==> src/rtl/is_pkg.sv <==
// is_pkg: shared types and constants for the issue queue
package is_pkg;
  localparam int XLEN      = 32;
  localparam int PREG_BITS = 7;
  localparam int ROB_LEN   = 32;
  localparam int LQ_LEN    = 16;
  localparam int SQ_LEN    = 16;
  localparam logic [PREG_BITS-1:0] PREG_ZERO = '0;
  typedef enum logic [2:0] {
    FU_ALU, FU_MUL, FU_DIV, FU_FALU, FU_FMUL, FU_FDIV, FU_LSU, FU_CSR
  } fu_sel_e;
  typedef struct packed {
    logic [XLEN-1:0]            pc;
    logic [31:0]                inst;
    logic [XLEN-1:0]            imm;
    logic [6:0]                 op;
    logic [2:0]                 f3;
    logic [6:0]                 f7;
    logic [PREG_BITS-1:0]       P_rs1;
    logic [PREG_BITS-1:0]       P_rs2;
    logic [PREG_BITS-1:0]       P_rd;
    fu_sel_e                    fu_sel;
    logic [$clog2(ROB_LEN)-1:0] rob_idx;
    logic [$clog2(LQ_LEN)-1:0]  LQ_tail;
    logic [$clog2(SQ_LEN)-1:0]  SQ_tail;
    logic                       jump;
  } iq_entry_t;
endpackage

==> src/rtl/is_issue_queue_select.sv <==
// iq_select: lowest-index (oldest) priority picker over a candidate vector
module iq_select #(
  parameter  int N  = 8,
  localparam int IW = $clog2(N)
) (
  input  logic [N-1:0]  req,
  output logic [N-1:0]  grant,
  output logic [IW-1:0] idx,
  output logic          any
);
  // isolate lowest set bit and encode its position
  always_comb begin
    grant = req & (~req + 1'b1);
    any   = |req;
    idx   = '0;
    for (int i = N - 1; i >= 0; i--) idx = req[i] ? IW'(i) : idx;
  end
endmodule

==> src/rtl/is_issue_queue.sv <==
// is_issue_queue: collapsing OoO issue queue with wakeup and oldest-ready select; IQ_PERF_EN adds perf counters
module is_issue_queue
  import is_pkg::*;
#(
  parameter int IQ_LEN   = 8,
  parameter int WB_PORTS = 2,
  parameter int PREG_W   = PREG_BITS
) (
  input  logic                       clk,
  input  logic                       rst,
  input  logic                       DC_valid,
  input  iq_entry_t                  DC_entry,
  input  logic                       rs1_busy,
  input  logic                       rs2_busy,
  output logic                       IS_ready,
  input  logic [WB_PORTS-1:0]        wb_valid,
  input  logic [WB_PORTS*PREG_W-1:0] wb_preg,
  input  logic [7:0]                 fu_ready,
  output logic                       iss_valid,
  output iq_entry_t                  iss_entry,
  input  logic                       mispredict,
  output logic [$clog2(IQ_LEN):0]    iq_count
`ifdef IQ_PERF_EN
  ,
  output logic [31:0]                perf_full_cycles,
  output logic [31:0]                perf_issued
`endif
);
  localparam int IW = $clog2(IQ_LEN);
  localparam int CW = IW + 1;
  logic [IQ_LEN-1:0] valid_q, valid_d, r1_q, r1_d, r2_q, r2_d;
  logic [IQ_LEN-1:0] w1, w2, cand, grant;
  iq_entry_t         ent_q [IQ_LEN];
  iq_entry_t         ent_d [IQ_LEN];
  logic [CW-1:0]     count_q, count_d, pos;
  logic [IW-1:0]     sel_idx;
  logic              sel_any, dc_w1, dc_w2, enq, sh;
  int                s;
  // wakeup tag compare for stored slots and the incoming dispatch entry
  always_comb begin
    w1    = '0;
    w2    = '0;
    dc_w1 = 1'b0;
    dc_w2 = 1'b0;
    for (int j = 0; j < WB_PORTS; j++) begin
      if (wb_valid[j] && wb_preg[j*PREG_W +: PREG_W] != PREG_ZERO) begin
        for (int i = 0; i < IQ_LEN; i++) begin
          w1[i] = w1[i] | (ent_q[i].P_rs1 == wb_preg[j*PREG_W +: PREG_W]);
          w2[i] = w2[i] | (ent_q[i].P_rs2 == wb_preg[j*PREG_W +: PREG_W]);
        end
        dc_w1 = dc_w1 | (DC_entry.P_rs1 == wb_preg[j*PREG_W +: PREG_W]);
        dc_w2 = dc_w2 | (DC_entry.P_rs2 == wb_preg[j*PREG_W +: PREG_W]);
      end
    end
  end
  // an entry is a candidate when both operands are ready and its FU can take it
  always_comb begin
    for (int i = 0; i < IQ_LEN; i++) cand[i] = valid_q[i] & r1_q[i] & r2_q[i] & fu_ready[ent_q[i].fu_sel];
  end
  iq_select #(.N(IQ_LEN)) u_sel (
    .req   (cand),
    .grant (grant),
    .idx   (sel_idx),
    .any   (sel_any)
  );
  // issue port, backpressure and dispatch acceptance
  always_comb begin
    iss_valid = sel_any && !mispredict;
    iss_entry = iss_valid ? ent_q[sel_idx] : '0;
    IS_ready  = count_q != CW'(IQ_LEN);
    iq_count  = count_q;
    enq       = DC_valid && IS_ready && !mispredict;
  end
  // collapse slots above the issued one, merge wakeups, then place the new entry at the tail
  always_comb begin
    pos     = count_q - CW'(iss_valid);
    sh      = 1'b0;
    s       = 0;
    count_d = mispredict ? '0 : count_q + CW'(enq) - CW'(iss_valid);
    for (int i = 0; i < IQ_LEN; i++) begin
      sh         = sh | (iss_valid & grant[i]);
      s          = (sh && i < IQ_LEN - 1) ? i + 1 : i;
      valid_d[i] = valid_q[s] & ~(sh && i == IQ_LEN - 1);
      ent_d[i]   = ent_q[s];
      r1_d[i]    = r1_q[s] | w1[s];
      r2_d[i]    = r2_q[s] | w2[s];
      if (enq && pos == CW'(i)) begin
        valid_d[i] = 1'b1;
        ent_d[i]   = DC_entry;
        r1_d[i]    = !rs1_busy || DC_entry.P_rs1 == PREG_ZERO || dc_w1;
        r2_d[i]    = !rs2_busy || DC_entry.P_rs2 == PREG_ZERO || dc_w2;
      end
      valid_d[i] = valid_d[i] & ~mispredict;
    end
  end
  // state registers; payloads need no reset because valid gates them
  always_ff @(posedge clk) begin
    ent_q <= ent_d;
    if (rst) begin
      valid_q <= '0;
      r1_q    <= '0;
      r2_q    <= '0;
      count_q <= '0;
    end else begin
      valid_q <= valid_d;
      r1_q    <= r1_d;
      r2_q    <= r2_d;
      count_q <= count_d;
    end
  end
`ifdef IQ_PERF_EN
  logic [31:0] full_q, full_d, issued_q, issued_d;
  // saturating occupancy and issue counters
  always_comb begin
    full_d   = (count_q == CW'(IQ_LEN) && ~&full_q) ? full_q + 32'd1 : full_q;
    issued_d = (iss_valid && ~&issued_q) ? issued_q + 32'd1 : issued_q;
    perf_full_cycles = full_q;
    perf_issued      = issued_q;
  end
  // counter registers
  always_ff @(posedge clk) begin
    if (rst) begin
      full_q   <= '0;
      issued_q <= '0;
    end else begin
      full_q   <= full_d;
      issued_q <= issued_d;
    end
  end
`endif
endmodule

==> config.mk <==
export PLATFORM = sky130hd
export DESIGN_NAME = is_issue_queue
export DESIGN_NICKNAME = d
export VERILOG_FILES = /design/src/rtl/is_pkg.sv /design/src/rtl/is_issue_queue_select.sv /design/src/rtl/is_issue_queue.sv
export SDC_FILE = /design/constraint.sdc
export NUM_CORES = 2
export LEC_CHECK = 0
export ABC_AREA = 1
export CAP_MARGIN = 0
export CORE_MARGIN = 2
export CORE_UTILIZATION = 50
export DETAILED_ROUTE_END_ITERATION = 6
export PLACE_DENSITY = 0.68
export SLEW_MARGIN = 5
export SYNTH_ARGS = -nofsm -noshare
export SYNTH_HDL_FRONTEND = slang
export SYNTH_SLANG_ARGS = --single-unit
==> constraint.sdc <==
create_clock -name clk -period 21.9 [get_ports clk]
set_input_delay 4.38 -clock clk [delete_from_list [all_inputs] [get_ports clk]]
set_output_delay 4.38 -clock clk [all_outputs]
set_load 0.01 [all_outputs]
# Word-level counts from Yosys, hierarchy flattened
# Cells that the tools add are included.
dict set report op_classes {
  addsub 4
  n_lt_le_gt_ge 23
  n_eq_ne 44
  mux 200
  bitwise_logic 94
  n_reduce_logical 27
}
# op count
set op_table {}
lappend op_table {{$bmux W151 S3} 8}
lappend op_table {{$mux W151} 24}
lappend op_table {{$eq A7 B7 Y1} 36}
lappend op_table {{$ge A32 B4 Y1 const B} 7}
lappend op_table {{$bmux W1 S3} 43}
lappend op_table {{$not A3 Y32} 4}
lappend op_table {{$mux W1} 110}
lappend op_table {{$not A2 Y32} 2}
lappend op_table {{$lt A3 B4 Y1 const B} 12}
lappend op_table {{$and A1 B1 Y1} 41}
lappend op_table {{$or A1 B1 Y1} 41}
lappend op_table {{$mux W8} 4}
lappend op_table {{$not A1 Y32} 1}
lappend op_table {{$mux W3} 9}
lappend op_table {{$eq A4 B3 Y1 const B} 4}
lappend op_table {{$logic_not A7 Y1} 2}
lappend op_table {{$reduce_bool A7 Y1} 2}
lappend op_table {{$logic_and A1 B1 Y1} 13}
lappend op_table {{$add A8 B1 Y8 const B} 1}
lappend op_table {{$and A8 B8 Y8} 1}
lappend op_table {{$eq A4 B2 Y1 const B} 2}
lappend op_table {{$lt A2 B4 Y1 const B} 2}
lappend op_table {{$not A8 Y8} 1}
lappend op_table {{$reduce_or A8 Y1} 1}
lappend op_table {{other kinds (13)} 21}
dict set report totals {
  ff_bits 1236
  output_inout_bits 157
}

# Longest topological paths before layout
dict set report depth {
  ltp_word 19
  depth_mapped 23
}

# Cells and area by module
# From an unflattened synthesis, not the netlist that was laid out.
dict set report unflattened {
  cells_unflattened 7114
  area_unflattened_um2 64473.1
}
# module n_inst cells_per_inst area_each_um2 seq_area_each_um2
set modules_own_cells {}
lappend modules_own_cells {is_issue_queue 1 7078 64314.2 36835.3}
lappend modules_own_cells {iq_select 1 36 158.9 0.0}

# Worst setup path after synthesis
# Ideal clock, no wire load.
dict set report synth_path {
  kind {input to register}
  startpoint {input fu_ready[5]}
  endpoint {register ent_q[604] in the netlist's numbering, enable pin}
  setup_time_ns 1.266
  arrival_time_ns 9.506
  required_ns 20.634
  slack_ns 11.128
  stages 18
  n_path_buf 3
  path_cell_list {inv_1 nand2_1 nand3_1 o21ai_1 o21ai_0 o21bai_1 nand2_1 nor2_1 a21oi_4 clkbuf_1 ha_1 ha_1 xor2_1 nor2_1 nand3_1 clkbuf_1 clkbuf_1 nand2_1}
}
dict set report synth_between {
  elab_cells_between_ends 45
  classes_between {2 x add/sub; 1 x eq/ne; 21 x mux; 18 x bitwise; 3 x reduce/logical}
}
# element line_no
set synth_rtl {}
lappend synth_rtl {{start, declared} is_issue_queue.sv:18} ;# input logic [7:0] fu_ready,
lappend synth_rtl {{$bmux W1 S3} is_issue_queue.sv:58} ;# for (int i = 0; i < IQ_LEN; i++) cand[i] = valid_q[i] & r1_q[i] & r2_q[i] & fu_ready[ent_q[i].fu_sel];
lappend synth_rtl {{$mux W1 (not written as such)} is_issue_queue.sv:58}
lappend synth_rtl {{$and A1 B1 Y1} is_issue_queue.sv:58}
lappend synth_rtl {{$reduce_or A8 Y1 (*)} is_issue_queue_select.sv:14} ;# any = |req;
lappend synth_rtl {{$logic_and A1 B1 Y1 (*)} is_issue_queue.sv:68} ;# iss_valid = sel_any && !mispredict;
lappend synth_rtl {{net iss_valid} is_issue_queue.sv:19} ;# output logic iss_valid,
lappend synth_rtl {{$and A1 B1 Y1} is_issue_queue.sv:81} ;# sh = sh | (iss_valid & grant[i]);
lappend synth_rtl {{$or A1 B1 Y1 (3 in series)} is_issue_queue.sv:81}
lappend synth_rtl {{$mux W3} is_issue_queue.sv:82} ;# s = (sh && i < IQ_LEN - 1) ? i + 1 : i;
lappend synth_rtl {{$not A3 Y32 (not written as such)} is_issue_queue.sv:84} ;# ent_d[i] = ent_q[s];
lappend synth_rtl {{$bmux W151 S3} is_issue_queue.sv:84}
lappend synth_rtl {{$mux W151 (not written as such) (2 in series)} is_issue_queue.sv:84}
lappend synth_rtl {{$mux W151 (*)} is_issue_queue.sv:87} ;# if (enq && pos == CW'(i)) begin
lappend synth_rtl {{end signal, assigned} is_issue_queue.sv:98} ;# ent_q <= ent_d;
lappend synth_rtl {{end, declared} is_issue_queue.sv:33} ;# iq_entry_t ent_q [IQ_LEN];
# Mark *: on every way through the listed nets, which the timed path passes. The rest lies on a longest branch. The select of a mux whose other input is x is not followed.
# A chain may end at the register's enable or synchronous reset.

==> flow_metrics.env <==
export IMPL_status="complete, but fails checks"
export IMPL_failed_checks="DRC"
export IMPL_syn_area_mm2=0.0702
export IMPL_synth_seq_cells=1236
export IMPL_yosys_area_share_simple_pct=26.0
export IMPL_syn_num_nets=8757
export IMPL_synth_cell_type_count=40
export IMPL_hold_violations=0
export IMPL_async_flop_share_pct=0
export IMPL_dieHeight_um=379
export IMPL_ant_nets=0
export IMPL_grt_pass1_vias=58000
export IMPL_io_buffers=337
export IMPL_hp_start="valid_q[7]"
export IMPL_min_path_type="reg -> reg"
export IMPL_cts_made_buffers=141
export IMPL_clkTransAtPathRegs_ns=0.06
export IMPL_cts_resized_gates=0
export IMPL_gp_congestion=0.921
export IMPL_cp_max_fo=211
export IMPL_p_leak_uw=0.0344
export IMPL_wl_per_cell_um=22.6
export IMPL_ys_warn_count=0
export IMPL_ys_seq_area_share_pct=52.5
export IMPL_final_cell_mix="nand2_1, nand3_1, edfxtp_1"
export IMPL_cts_sinks=1236
export IMPL_routed_via_density=5.85
export IMPL_grt_pass1_wl_um=355000
export IMPL_fmax_mhz=65.9
export IMPL_cts_tree="done"
export IMPL_slew_headroom_pct=14.6
export IMPL_drc=10
export IMPL_hold_path_end="valid_q[7]"
export IMPL_cp_data_arrival_time_ns=10.79
export IMPL_synth_avg_cell_area_um2=8.19
export IMPL_min_path_cells=2
export IMPL_setup_viol=0
export IMPL_grt_max_degree=212
export IMPL_worst_pin_slew_ns=1.28
export IMPL_cts_max_level=4
export IMPL_period_share_pct=69.2
export IMPL_synthMuxAreaShare_pct=0
export IMPL_synth_top_family_by_area="simple AND/OR/NAND/NOR gates"
export IMPL_vdd_ir_drop_max_mv=0.0736
export IMPL_clk_latency_ns=0.81
export IMPL_start_kind="primary input"
export IMPL_drive_gt1_share_pct=3.64
export IMPL_hpwlAfterDp_um=126000
export IMPL_cts_hold_buf=0
export IMPL_routed_wl_um=237000
export IMPL_synth_enable_flop_cells=1208
export IMPL_fp_dieW_um=379
export IMPL_vias=61300
export IMPL_fin_setup_tns_ns=0
export IMPL_crit_path_end_kind="output port"
export IMPL_clockBufferDepth=3
export IMPL_yosys_area_top_type="edfxtp_1"
export IMPL_grt_overflow_total=0
export IMPL_cts_root_buffer="clkbuf_16"
export IMPL_placedInstanceArea_mm2=0.0742
export IMPL_synth_flop_cell="edfxtp_1"
export IMPL_slew_viol_final=0
export IMPL_rows=137
export IMPL_worstSetupPathType="in -> out"
export IMPL_crit_reg2reg_launch="ent_q[920]"
export IMPL_synthXorXnorAreaFrac_pct=2.86
export IMPL_initial_utilization_pct=50.4
export IMPL_rsz0062_at_grt="false"
export IMPL_dpl_cell_count=10200
export IMPL_crit_required_ns=17.52
export IMPL_final_core_util_pct=56.4
export IMPL_r2r_end="ent_q[423]"
export IMPL_r2r_cells=17
export IMPL_fin_area_mm2=0.0786
export IMPL_synth_top_area_share_pct=51.7
export IMPL_areaGrowthSynthToFinish_pct=12.0
export IMPL_cts_setup_buffers=0
export IMPL_reg2reg_setup_slack_ns=14.84
export IMPL_pin_count=338
export IMPL_synthAdderAreaFrac_pct=0.171
export IMPL_dieArea_mm2=0.143
export IMPL_grt_util_all_layers_pct=32.4
export IMPL_drt_iter0_markers=7702
export IMPL_dr_pass1_iters=7
export IMPL_layout_commonest_cell="nand2_1"
export IMPL_maxCapViolCount=0
export IMPL_antenna_found_initial=10
export IMPL_power_density_mw_per_mm2=65.4
export IMPL_syn_inst=8567
export IMPL_post_route_min_period_ns=15.17
export IMPL_synth_area_leaders="edfxtp_1, nand2_1, nand3_1"
export IMPL_synth_compound_area_share_pct=8.51
export IMPL_fin_skew_ns=0.0394
export IMPL_core_area_mm2=0.139
export IMPL_stdcell_count=10500
export IMPL_fin_nets=8691
==> layout make-up <==
class / instances / area [um2]
fill: 12700 / 60800
inverter: 1137 / 4320
tap: 1876 / 2350
sequential: 1236 / 36800
clock inverter: 78 / 729
antenna: 1 / 2.50
multi-input combinational: 5562 / 26500
timing repair buffer: 423 / 4140
clock buffer: 173 / 3690
==> kinds of logic (layout without fill, tap and decap cells) <==
| logic type | after synthesis | count (layout) |
|---|---|---|
| flops | 1236 | 1236 |
| compound gates | 1174 | 1174 |
| fa+ha+maj | 9 | 9 |
| simple gates | 4150 | 4150 |
| buf+inv | 1769 | 1811 |
| xor+xnor | 229 | 229 |
| other cells | 0 | 1 |
==> where the power goes <==
group          total, uW  internal [uW]  switching [uW]  leakage [uW]
registers           2590           2580            5.40       0.00992
clock network       2340           1330            1010       0.00216
logic                209           66.6             142        0.0223
total               5140           3980            1160        0.0344
==> worst max-delay path by stage <==
stage	start	to	slack, ns	cells after the start
2_1_floorplan	fu_ready[5]	ent_q[604]	11.13	18
3_3_place_gp	fu_ready[3]	iss_entry[117]	6.94	20
3_5_place_dp	fu_ready[3]	iss_entry[109]	6.96	20
4_1_cts	fu_ready[3]	iss_entry[109]	6.95	20
5_1_grt	fu_ready[5]	iss_entry[78]	6.45	20
6_report	fu_ready[3]	iss_entry[77]	6.73	20
==> layer usage <==
metal / vias up / part of all wire, % / wire [um] / track usage [%]
li1: 28300 / - / - / -
met1: 28900 / 40 / 94900 / 44.3
met2: 3543 / 45 / 107000 / 51.1
met3: 549 / 11 / 25200 / 5.70
met4: 10 / 3.9 / 9240 / 13.3
met5: - / 0.025 / 58 / 0
==> critical path, stage by stage <==
cell and delay [ns]:
clkdlybuf4s50_1 0.59, inv_2 0.09, nand2_1 0.06, o21ai_0 0.07, o21ai_0 0.20, nand2_1 0.08, nand2_1 0.08, nand2_1 0.08
nand2_1 0.10, nand2_1 0.05, nand2_1 0.14, nand2_8 0.50, nand2_8 1.04, buf_4 0.89, buf_12 0.53, nor2_1 0.08
nor2_1 0.14, nor2_1 0.06, nor2_1 0.40, clkdlybuf4s50_1 0.63
==> Yosys cell counts (2+ instances only) <==
cell,count
o221ai_1,3
ha_1,8
o21ai_0,1058
xor2_1,164
clkbuf_1,345
nor2_1,656
a311oi_1,3
o22ai_1,2
nand2_2,4
o21a_1,2
o211ai_1,7
nand4_1,174
edfxtp_1,1208
o21bai_1,2
a21oi_1,43
nor4_1,24
nor3_1,25
buf_2,238
nand2_1,1850
o21ai_1,46
dfxtp_1,28
nand3_1,1264
a31oi_1,3
xnor2_1,65
inv_1,1125
buf_1,40
nand3b_1,150
inv_2,11
buf_4,8
==> state kept, by name, indices dropped and copies added, names as in the netlist <==
register  flops
valid_q       8
iq_count      4
r2_q          8
r1_q          8
ent_q      1208
==> stage by stage <==
step                worst slack (ns)  hold slack (ns)  power [uW]
finish                          6.73            0.514        5140
CTS                             6.95            0.507        5160
detailed placement              6.96            0.499        2840
global placement                6.94            0.495        2840
global route                    6.45            0.537        5260
floorplan                      11.13            0.454        2750
Power figures use the tool's default switching activity.
